**config.mk**
```make
export PLATFORM = sky130hd
export DESIGN_NAME = pc_branch_unit
export DESIGN_NICKNAME = d
export VERILOG_FILES = /design/src/rtl/pc_branch_unit.sv
export SDC_FILE = /design/constraint.sdc
export NUM_CORES = 1
export LEC_CHECK = 0
export BUFFER_PORTS_ARGS = -buffer_cell sky130_fd_sc_hd__buf_2
export CAP_MARGIN = 20
export CORE_MARGIN = 1
export CORE_UTILIZATION = 50
export DETAILED_ROUTE_END_ITERATION = 10
export GPL_TIMING_DRIVEN = 0
export HOLD_SLACK_MARGIN = 0.15
export PLACE_DENSITY = 0.85
export REMOVE_ABC_BUFFERS = 1
export SYNTH_ARGS = -nofsm -noshare
export SYNTH_HDL_FRONTEND = slang
export SYNTH_SLANG_ARGS = --single-unit
```
**constraint.sdc**
```tcl
create_clock -name clk -period 4.3 [get_ports clk]
set_input_delay 0.43 -clock clk [delete_from_list [all_inputs] [get_ports clk]]
set_output_delay 0.43 -clock clk [all_outputs]
set_load 0.005 [all_outputs]
```
**src/rtl/pc_branch_unit.sv**
```systemverilog
// PC register and branch/jump resolution for the single-cycle core; taken/pc_plus4 are 0-cycle, new pc 1 cycle later.
// No handshake: stall freezes all state, HALT freezes PC/counters/bad_addr until resume.
module pc_branch_unit #(
  parameter int unsigned      WIDTH    = 32,
  parameter logic [WIDTH-1:0] RESET_PC = 32'h0000_0000,
  parameter logic [WIDTH-1:0] TRAP_PC  = 32'h0000_0100,
  parameter logic [31:0]      CNT_INIT = 32'h0000_0000
) (
  input  logic             clk,
  input  logic             rst,
  input  logic             stall,
  input  logic             halt_req,
  input  logic             resume,
  input  logic             branch_en,
  input  logic [2:0]       branch_op,
  input  logic             jump,
  input  logic             jalr,
  input  logic [WIDTH-1:0] imm,
  input  logic [WIDTH-1:0] alu_result,
  input  logic             zero_flag,
  input  logic             sign_flag,
  output logic [WIDTH-1:0] pc,
  output logic [WIDTH-1:0] pc_plus4,
  output logic             taken,
  output logic             misalign_trap,
  output logic [WIDTH-1:0] bad_addr,
  output logic             halted,
  output logic [31:0]      retired_count,
  output logic [31:0]      taken_count
);

  typedef enum logic {RUN = 1'b0, HALT = 1'b1} state_t;

  localparam logic [WIDTH-1:0] FOUR = WIDTH'(4);
  localparam logic [WIDTH-1:0] ONE  = WIDTH'(1);

  state_t           state_q, state_d;
  logic [WIDTH-1:0] pc_q;
  logic [WIDTH-1:0] bad_addr_q;
  logic             misalign_q;
  logic [31:0]      retired_q, taken_cnt_q;

  logic             cond;
  logic             br_taken;
  logic             in_run;
  logic             taken_int;
  logic             trap;
  logic [WIDTH-1:0] target;
  logic [WIDTH-1:0] next_pc;
  logic [WIDTH-1:0] seq_pc;

  // Branch condition from the SUB flags; signed overflow deliberately not corrected.
  always_comb begin
    cond = 1'b0;
    case (branch_op)
      3'b000:  cond = zero_flag;
      3'b001:  cond = ~zero_flag;
      3'b100:  cond = sign_flag;
      3'b101:  cond = ~sign_flag;
      default: cond = 1'b0;
    endcase
  end

  always_comb begin
    seq_pc    = pc_q + FOUR;
    br_taken  = branch_en & cond;
    in_run    = (state_q == RUN);
    target    = jalr ? (alu_result & ~ONE) : (pc_q + imm);
    taken_int = in_run & (jalr | jump | br_taken);
    next_pc   = taken_int ? target : seq_pc;
    trap      = taken_int & (target[1:0] != 2'b00);
  end

  always_ff @(posedge clk or posedge rst) begin
    if (rst) state_q <= RUN;
    else     state_q <= state_d;
  end

  // Resume is not gated by stall; halt entry is.
  always_comb begin
    state_d = state_q;
    case (state_q)
      RUN:     if (halt_req && !stall) state_d = HALT;
      HALT:    if (resume)             state_d = RUN;
      default: state_d = RUN;
    endcase
  end

  always_ff @(posedge clk or posedge rst) begin
    if (rst) begin
      pc_q        <= RESET_PC;
      bad_addr_q  <= '0;
      misalign_q  <= 1'b0;
      retired_q   <= CNT_INIT;
      taken_cnt_q <= CNT_INIT;
    end else if (!in_run || stall) begin
      misalign_q <= 1'b0;
    end else if (trap) begin
      pc_q       <= TRAP_PC;
      bad_addr_q <= target;
      misalign_q <= 1'b1;
    end else begin
      pc_q       <= next_pc;
      misalign_q <= 1'b0;
      retired_q  <= retired_q + 32'd1;
      if (taken_int) taken_cnt_q <= taken_cnt_q + 32'd1;
    end
  end

  assign pc            = pc_q;
  assign pc_plus4      = seq_pc;
  assign taken         = taken_int;
  assign misalign_trap = misalign_q;
  assign bad_addr      = bad_addr_q;
  assign halted        = (state_q == HALT);
  assign retired_count = retired_q;
  assign taken_count   = taken_cnt_q;

endmodule

```
==> key figures, run 1 <==
Yosys
  • Post-synthesis sequential area ratio: roughly two fifths
  • Synth Warn #: 0
  • #FFs+latches synth: 130
  • Syn Area/Cell: 8.91 um^2
  • Post-synth design cell area: 8150 um^2
  • Post-synth top flop: dfrtp_1
  • Netlist cell types: 65
  • Async S/R FF share, synth: 100%
  • Number of synthesized flops with an enable pin: 0
  • Post-Synthesis Cells: between 900 and 1000

STA
  • Fin. Hold Viols: 0
  • Worst Skew: 0.0142 ns
  • Slew Limit Headroom: 33.6%
  • Minimum clock period: 3.72 ns
  • Tcrit/Tclk final: between 80 and 90%
  • Hold WS: 0.198 ns
  • Final setup violation count: 0
  • Worst-Margin Slew: 0.993 ns
  • Slew Limit Fails: 0
  • RSZ-0062 raised after global routing: false
  • Final WS setup: 0.576 ns
  • Fmax: 0.269 GHz

Floorplan
  • Chip Height: 130 um
  • Core Region: 15900 um^2
  • Die area: 16800 um^2
  • Starting Density: approximately half
  • Cell row count: between 40 and 50
  • Die width: 130 um
  • Io pins: 240

Setup path
  • CP startpoint: pc[2]$_DFFE_PP0N_
  • Critical path type: flip-flop to output pin
  • FF-to-FF setup slack: approximately 0.61 ns
  • CP Launch Type: flip-flop
  • R2R depth: 10
  • R2R Path End: taken_count[26]$_DFFE_PP0P_
  • Reg2Reg Launch Point: pc[0]$_DFFE_PP0P_
  • Crit path max fanout: 6
  • WP data required: 3.87 ns
  • Worst setup path endpoint: pc_plus4[30]
  • Worst Path Arrival: 3.29 ns
  • Critical Path End Type: output pin

Route
  • Drt pass-1 iters: 7
  • DR WL/cell: 18.1 um
  • DRT Wirelength: 24.7 mm
  • DRC violations left: 0
  • Vias: 7974
  • Final ANT Viol Nets: 0
  • Post-DR vias/cell: 5.85
  • DRT iter0 DRCs: 566

Global routing
  • Initial antenna violation count: 0
  • Gr usage total: 29.8%
  • Grt total ovfl: 0
  • First-pass GRT wire length: between 30 and 40 mm
  • Largest net degree at the start of global routing: 86
  • Vias in the first global route: 7403

CTS
  • Clock Latency Late Sink: 0.43 ns
  • Clk buf depth: 2
  • Total CTS buffers: 17
  • CTS H-Tree Depth: 4
  • Worst-path clk slew: 0.06 ns
  • # clock sinks: 130
  • CTS tree: built
  • Clock Tree Root: clkbuf_16

Placed design
  • Dpl cells: 1330
  • Pre-CTS setup slack: -0.174 ns
  • GPL Wtd Cong: 0.986
  • Dpl hpwl: 18.1 mm
  • Number of I/O port buffers: 238
  • DP Area: 9540 um^2

Finish
  • Most frequent cells in the layout: 238 x buf_2, 130 x dfrtp_1, 124 x nand2_1
  • Layout Nets: roughly 1200
  • Design area: 10100 um^2
  • Most common cell after layout, fill and taps aside: buf_2
  • # fillers: 1364
  • Fin cells: 1364
  • Area growth, synth to finish: 24.3%
  • Share of cells above drive strength 1: 26.0%

Power
  • Leak: around 0.0049 uW
  • Worst VDD drop: ~0.00034 V
  • Pwr/cell area: around 460 nW/um^2

Outcome
  • Status: finished, final reports clean

Min path
  • Worst hold path type: primary input to flip-flop

Flow run
  • Max-Cap Viols: 0
[worst min-delay path by stage]
stage,startpoint,to,cells after the start
after CTS,resume,halted$_DFF_PP0_,2
final,resume,halted$_DFF_PP0_,2
after detailed placement,bad_addr[29]$_DFFE_PP0P_,bad_addr[29]$_DFFE_PP0P_,2
after global routing,resume,halted$_DFF_PP0_,2
after floorplan,bad_addr[29]$_DFFE_PP0P_,bad_addr[29]$_DFFE_PP0P_,2
after global placement,taken_count[31]$_DFFE_PP0P_,taken_count[31]$_DFFE_PP0P_,1
[state kept, by name, indices dropped and copies added (netlist names)]
| signal | cells |
|---|---|
| taken_count | 32 |
| pc | 32 |
| bad_addr | 32 |
| halted | 1 |
| misalign_trap | 1 |
| retired_count | 32 |
[repair_timing]
action,CTS,global route
setup endpoints to repair,0,12
hold endpoints to repair,45,0
setup buffers,0,0
hold buffers,1,0
gates resized for setup,0,2
[cell type report]
class / instances / area (um^2) / share of cell area [%]
clock buffer: 19 / 443 / 4.37
multi-input combinational: 722 / 4660 / 46.0
clock inverter: 13 / 124 / 1.22
antenna: 1 / 2.50 / 0.0247
tap: 216 / 270 / 2.67
inverter: 20 / 83.8 / 0.828
timing repair buffer: 243 / 1290 / 12.8
sequential: 130 / 3250 / 32.1
[report_power, final]
part	total (uW)	internal, uW	switching (uW)
sequential	1670	1430	241
clock	1400	818	584
combinational	1590	695	893
[cell families after synthesis]
logic type	share of synthesized area (%)
buffers and inverters	3.10
AOI/OAI and AO/OA	17.1
muxes	1.51
adders and majority gates	5.47
and+or+nand+nor	20.3
xor gates and xnor gates	12.6
DFF	39.9
[Yosys cell counts, types with 3 or more instances]
master | count | area share (%)
buf_2 | 4 | 0.25
o31ai_1 | 8 | 0.74
and3_1 | 16 | 1.2
ha_1 | 34 | 5.2
a311oi_1 | 3 | 0.32
and2_1 | 6 | 0.46
nand2b_1 | 7 | 0.54
buf_4 | 4 | 0.37
inv_1 | 20 | 0.92
nand2_1 | 125 | 5.8
nor4_1 | 3 | 0.23
a21oi_1 | 56 | 3.4
and4_1 | 9 | 0.97
nor3_2 | 3 | 0.37
nor3_1 | 25 | 1.5
o221ai_1 | 4 | 0.43
xnor2_1 | 76 | 8.2
xor2_1 | 41 | 4.4
a211oi_1 | 10 | 0.92
nor2b_1 | 3 | 0.23
or3_1 | 4 | 0.31
a21o_1 | 11 | 1.0
o22ai_1 | 6 | 0.46
clkbuf_1 | 32 | 1.5
a31oi_1 | 8 | 0.61
dfrtp_1 | 130 | 40
o21ai_0 | 48 | 2.9
nand3_1 | 40 | 2.5
a221oi_1 | 12 | 1.3
or2_2 | 3 | 0.23
o21a_1 | 12 | 1.1
nand4_1 | 17 | 1.3
o211ai_1 | 12 | 1.1
nor2_1 | 75 | 3.5
mux2i_1 | 10 | 1.2
[per-stage QoR]
step / setup TNS (ns) / util [%] / power (uW)
floorplan: 0 / - / 2600
global placement: -188.77 / 59.4 / 3190
detailed placement: -0.459 / 60.0 / 3250
CTS: 0 / 63.7 / 4660
global route: 0 / 63.7 / 4920
finish: 0 / 63.7 / 4660
[layer usage]
| metal | GRT usage, % | up-vias | share of wire [%] |
|---|---|---|---|
| met2 | 46.1 | 399 | 45 |
| met4 | 15.7 | 0 | 4.2 |
| met1 | 39.1 | 3801 | 42 |
| li1 | - | 3707 | - |
| met3 | 6.52 | 67 | 8.3 |
| met5 | 0 | - | 0 |
[worst max-delay path, stage by stage, from the launching register on]
cell	delay, ns
dfrtp_1	0.45
ha_1	0.30
and4_1	0.34
nand3_1	0.25
nor3_1	0.57
nand2b_1	0.27
nor3_1	0.29
xor2_1	0.24
buf_2	0.15
No activity file was read; power rests on OpenSTA's default activity.
==> inputs of run 2 (changes only) <==
==> constraint.sdc (replaced) <==
create_clock -name clk -period 4.3 [get_ports clk]
set_input_delay 0.86 -clock clk [delete_from_list [all_inputs] [get_ports clk]]
set_output_delay 0.86 -clock clk [all_outputs]
set_load 0.005 [all_outputs]
==> key figures, run 2 (synthesized netlist as in run 1, its figures left out) <==
CTS
  • # clock sinks: 130 (unchanged)
  • CTS tree: built (unchanged)
  • CTS H-Tree Depth: 4 (unchanged)
  • Clock Tree Root: clkbuf_16 (unchanged)
  • Post-CTS Hold Buffers: 0 (was 1)
  • Clk buf depth: 2 (unchanged)
  • Clock Latency Late Sink: 0.43 ns (about the same)
  • Total CTS buffers: 17 (unchanged)
  • Worst-path clk slew: 0.06 ns (about the same)

Setup path
  • Worst path slowest cell: nor3_1 (unchanged)
  • Slowest cell delay on critical path: 0.57 ns (about the same)
  • WP data required: 3.44 ns (was 3.87 ns)
  • CP dominant cell by count: nor3_1 (unchanged)
  • Worst Path Arrival: 3.32 ns (was 3.29 ns)
  • Critical path type: flip-flop to output pin (unchanged)
  • Crit path max fanout: 6 (unchanged)
  • Crit-path cells: ha_1, and4_1, nand3_1, nor3_1, nand2b_1, nor3_1, xor2_1, buf_2 (unchanged)
  • CP Launch Type: flip-flop (unchanged)
  • Critical Path End Type: output pin (unchanged)

Floorplan
  • Io pins: 240 (unchanged)
  • Starting Density: 51.3% (unchanged)
  • Core Region: 15900 um^2 (unchanged)
  • Die width: 130 um (unchanged)
  • Cell row count: 46 (unchanged)
  • Die area: 16800 um^2 (unchanged)
  • Chip Height: 130 um (unchanged)

STA
  • Slew Limit Fails: 0 (unchanged)
  • Minimum clock period: 4.18 ns (was 3.72 ns)
  • Worst-Margin Slew: 0.997 ns (was 0.993 ns)
  • Setup_tns: 0 ns (unchanged)
  • Final setup violation count: 0 (unchanged)
  • Final WS setup: 0.121 ns (was 0.576 ns)
  • Fin. Hold Viols: 0 (unchanged)
  • Tcrit/Tclk final: 97.2% (was 86.6%)
  • Slew Limit Headroom: 33.3% (was 33.6%)
  • Fmax: 0.239 GHz (was 0.269 GHz)
  • Worst Skew: 0.0185 ns (was 0.0142 ns)
  • RSZ-0062 raised after global routing: false (unchanged)

Global routing
  • Vias in the first global route: 7398 (was 7403)
  • Initial antenna violation count: 0 (unchanged)
  • Largest net degree at the start of global routing: 86 (unchanged)
  • Gr usage total: 29.8% (about the same)
  • Grt total ovfl: 0 (unchanged)
  • First-pass GRT wire length: 38.4 mm (about the same)

Min path
  • Worst hold path type: primary input to asynchronous set/reset pin (was primary input to flip-flop)

Finish
  • Most common cell after layout, fill and taps aside: buf_2 (unchanged)
  • Most frequent cells in the layout: 238 x buf_2, 130 x dfrtp_1, 124 x nand2_1 (unchanged)
  • Layout Nets: 1246 (unchanged)
  • Final core utilization: 63.7% (about the same)
  • # fillers: 1364 (unchanged)
  • FF+latch area: 3250 um^2 (unchanged)
  • Design area: 10100 um^2 (about the same)
  • Multi-input gate area in the final layout: 4660 um^2 (unchanged)
  • Area growth, synth to finish: 24.2% (was 24.3%)
  • Share of cells above drive strength 1: 26.1% (was 26.0%)
  • Fin cells: 1364 (unchanged)

Route
  • DRT Wirelength: 24.9 mm (was 24.7 mm)
  • Drt pass-1 iters: 6 (was 7)
  • Final ANT Viol Nets: 0 (unchanged)
  • DRT iter0 DRCs: 556 (was 566)
  • DR WL/cell: 18.3 um (was 18.1 um)
  • Vias: 7979 (was 7974)
  • Post-DR vias/cell: 5.85 (about the same)
  • DRC violations left: 0 (unchanged)

Placed design
  • DP Area: 9540 um^2 (unchanged)
  • GPL Wtd Cong: 0.986 (unchanged)
  • Dpl hpwl: 18.1 mm (unchanged)
  • Number of I/O port buffers: 238 (unchanged)
  • Pre-CTS setup slack: -0.604 ns (was -0.174 ns)
  • Dpl cells: 1330 (unchanged)

Flow run
  • Max-Cap Viols: 0 (unchanged)

Outcome
  • Status: finished, final reports clean (unchanged)

Power
  • Leak: 0.00495 uW (about the same)
  • Pwr/cell area: 461 nW/um^2 (was 460 nW/um^2)
  • Worst VDD drop: 0.000333 V (was 0.000336 V)
[run 2: routing by layer]
layer | GRT usage [%] | wire [um]
met1 | 39.1 | 10600
met2 | 46.3 | 11300
met3 | 6.52 | 1990
met4 | 15.5 | 1010
met5 | 0 | 0
[run 2: path summary, 6_finish.rpt]
path,startpoint,end,slack [ns],cells after the start
max reg2reg,pc[0]$_DFFE_PP0P_,bad_addr[23]$_DFFE_PP0P_,0.60,8
min reg2reg,bad_addr[24]$_DFFE_PP0P_,bad_addr[24]$_DFFE_PP0P_,0.47,2
max in group asynchronous,rst,bad_addr[27]$_DFFE_PP0P_,3.06,3
min,rst,taken_count[12]$_DFFE_PP0P_,0.46,2
max,pc[2]$_DFFE_PP0N_,pc_plus4[30],0.12,8
min in group clk,bad_addr[24]$_DFFE_PP0P_,bad_addr[24]$_DFFE_PP0P_,0.47,2
[run 2: metrics by stage]
step / power, uW / hold WS (ns)
after detailed placement: 3250 / 0.456
after global placement: 3190 / 0.452
after CTS: 4660 / 0.468
after global routing: 4920 / 0.482
final: 4660 / 0.458
after floorplan: 2600 / 0.463
[run 2: what timing repair did]
action / in CTS / in global routing
gates cloned: 0 / 1
hold endpoints to repair: 0 / 0
endpoints found under the setup margin: 4 / 5
setup buffers: 0 / 0
resized for setup: 1 / 2
[run 2: layout make-up]
class,count,share of cell area [%]
multi-input combinational,722,46.0
sequential,130,32.1
timing repair buffer,242,12.7
clock buffer,19,4.38
tap,216,2.67
clock inverter,13,1.22
inverter,20,0.828
timing repair inverter,1,0.0495
antenna,1,0.0247
[run 2: report_power, final]
| part | switching, uW | internal (uW) |
|---|---|---|
| logic | 897 | 694 |
| clock network | 582 | 819 |
| registers | 242 | 1430 |
| total | 1720 | 2940 |
[run 2: critical path: cells and delay by family (launching register included)]
| kind | cells | cell delay, ns |
|---|---|---|
| flops | 1 | 0.45 |
| simple gates | 5 | 1.74 |
| fa+ha+maj | 1 | 0.30 |
| xor+xnor | 1 | 0.24 |
| buf+inv | 1 | 0.15 |
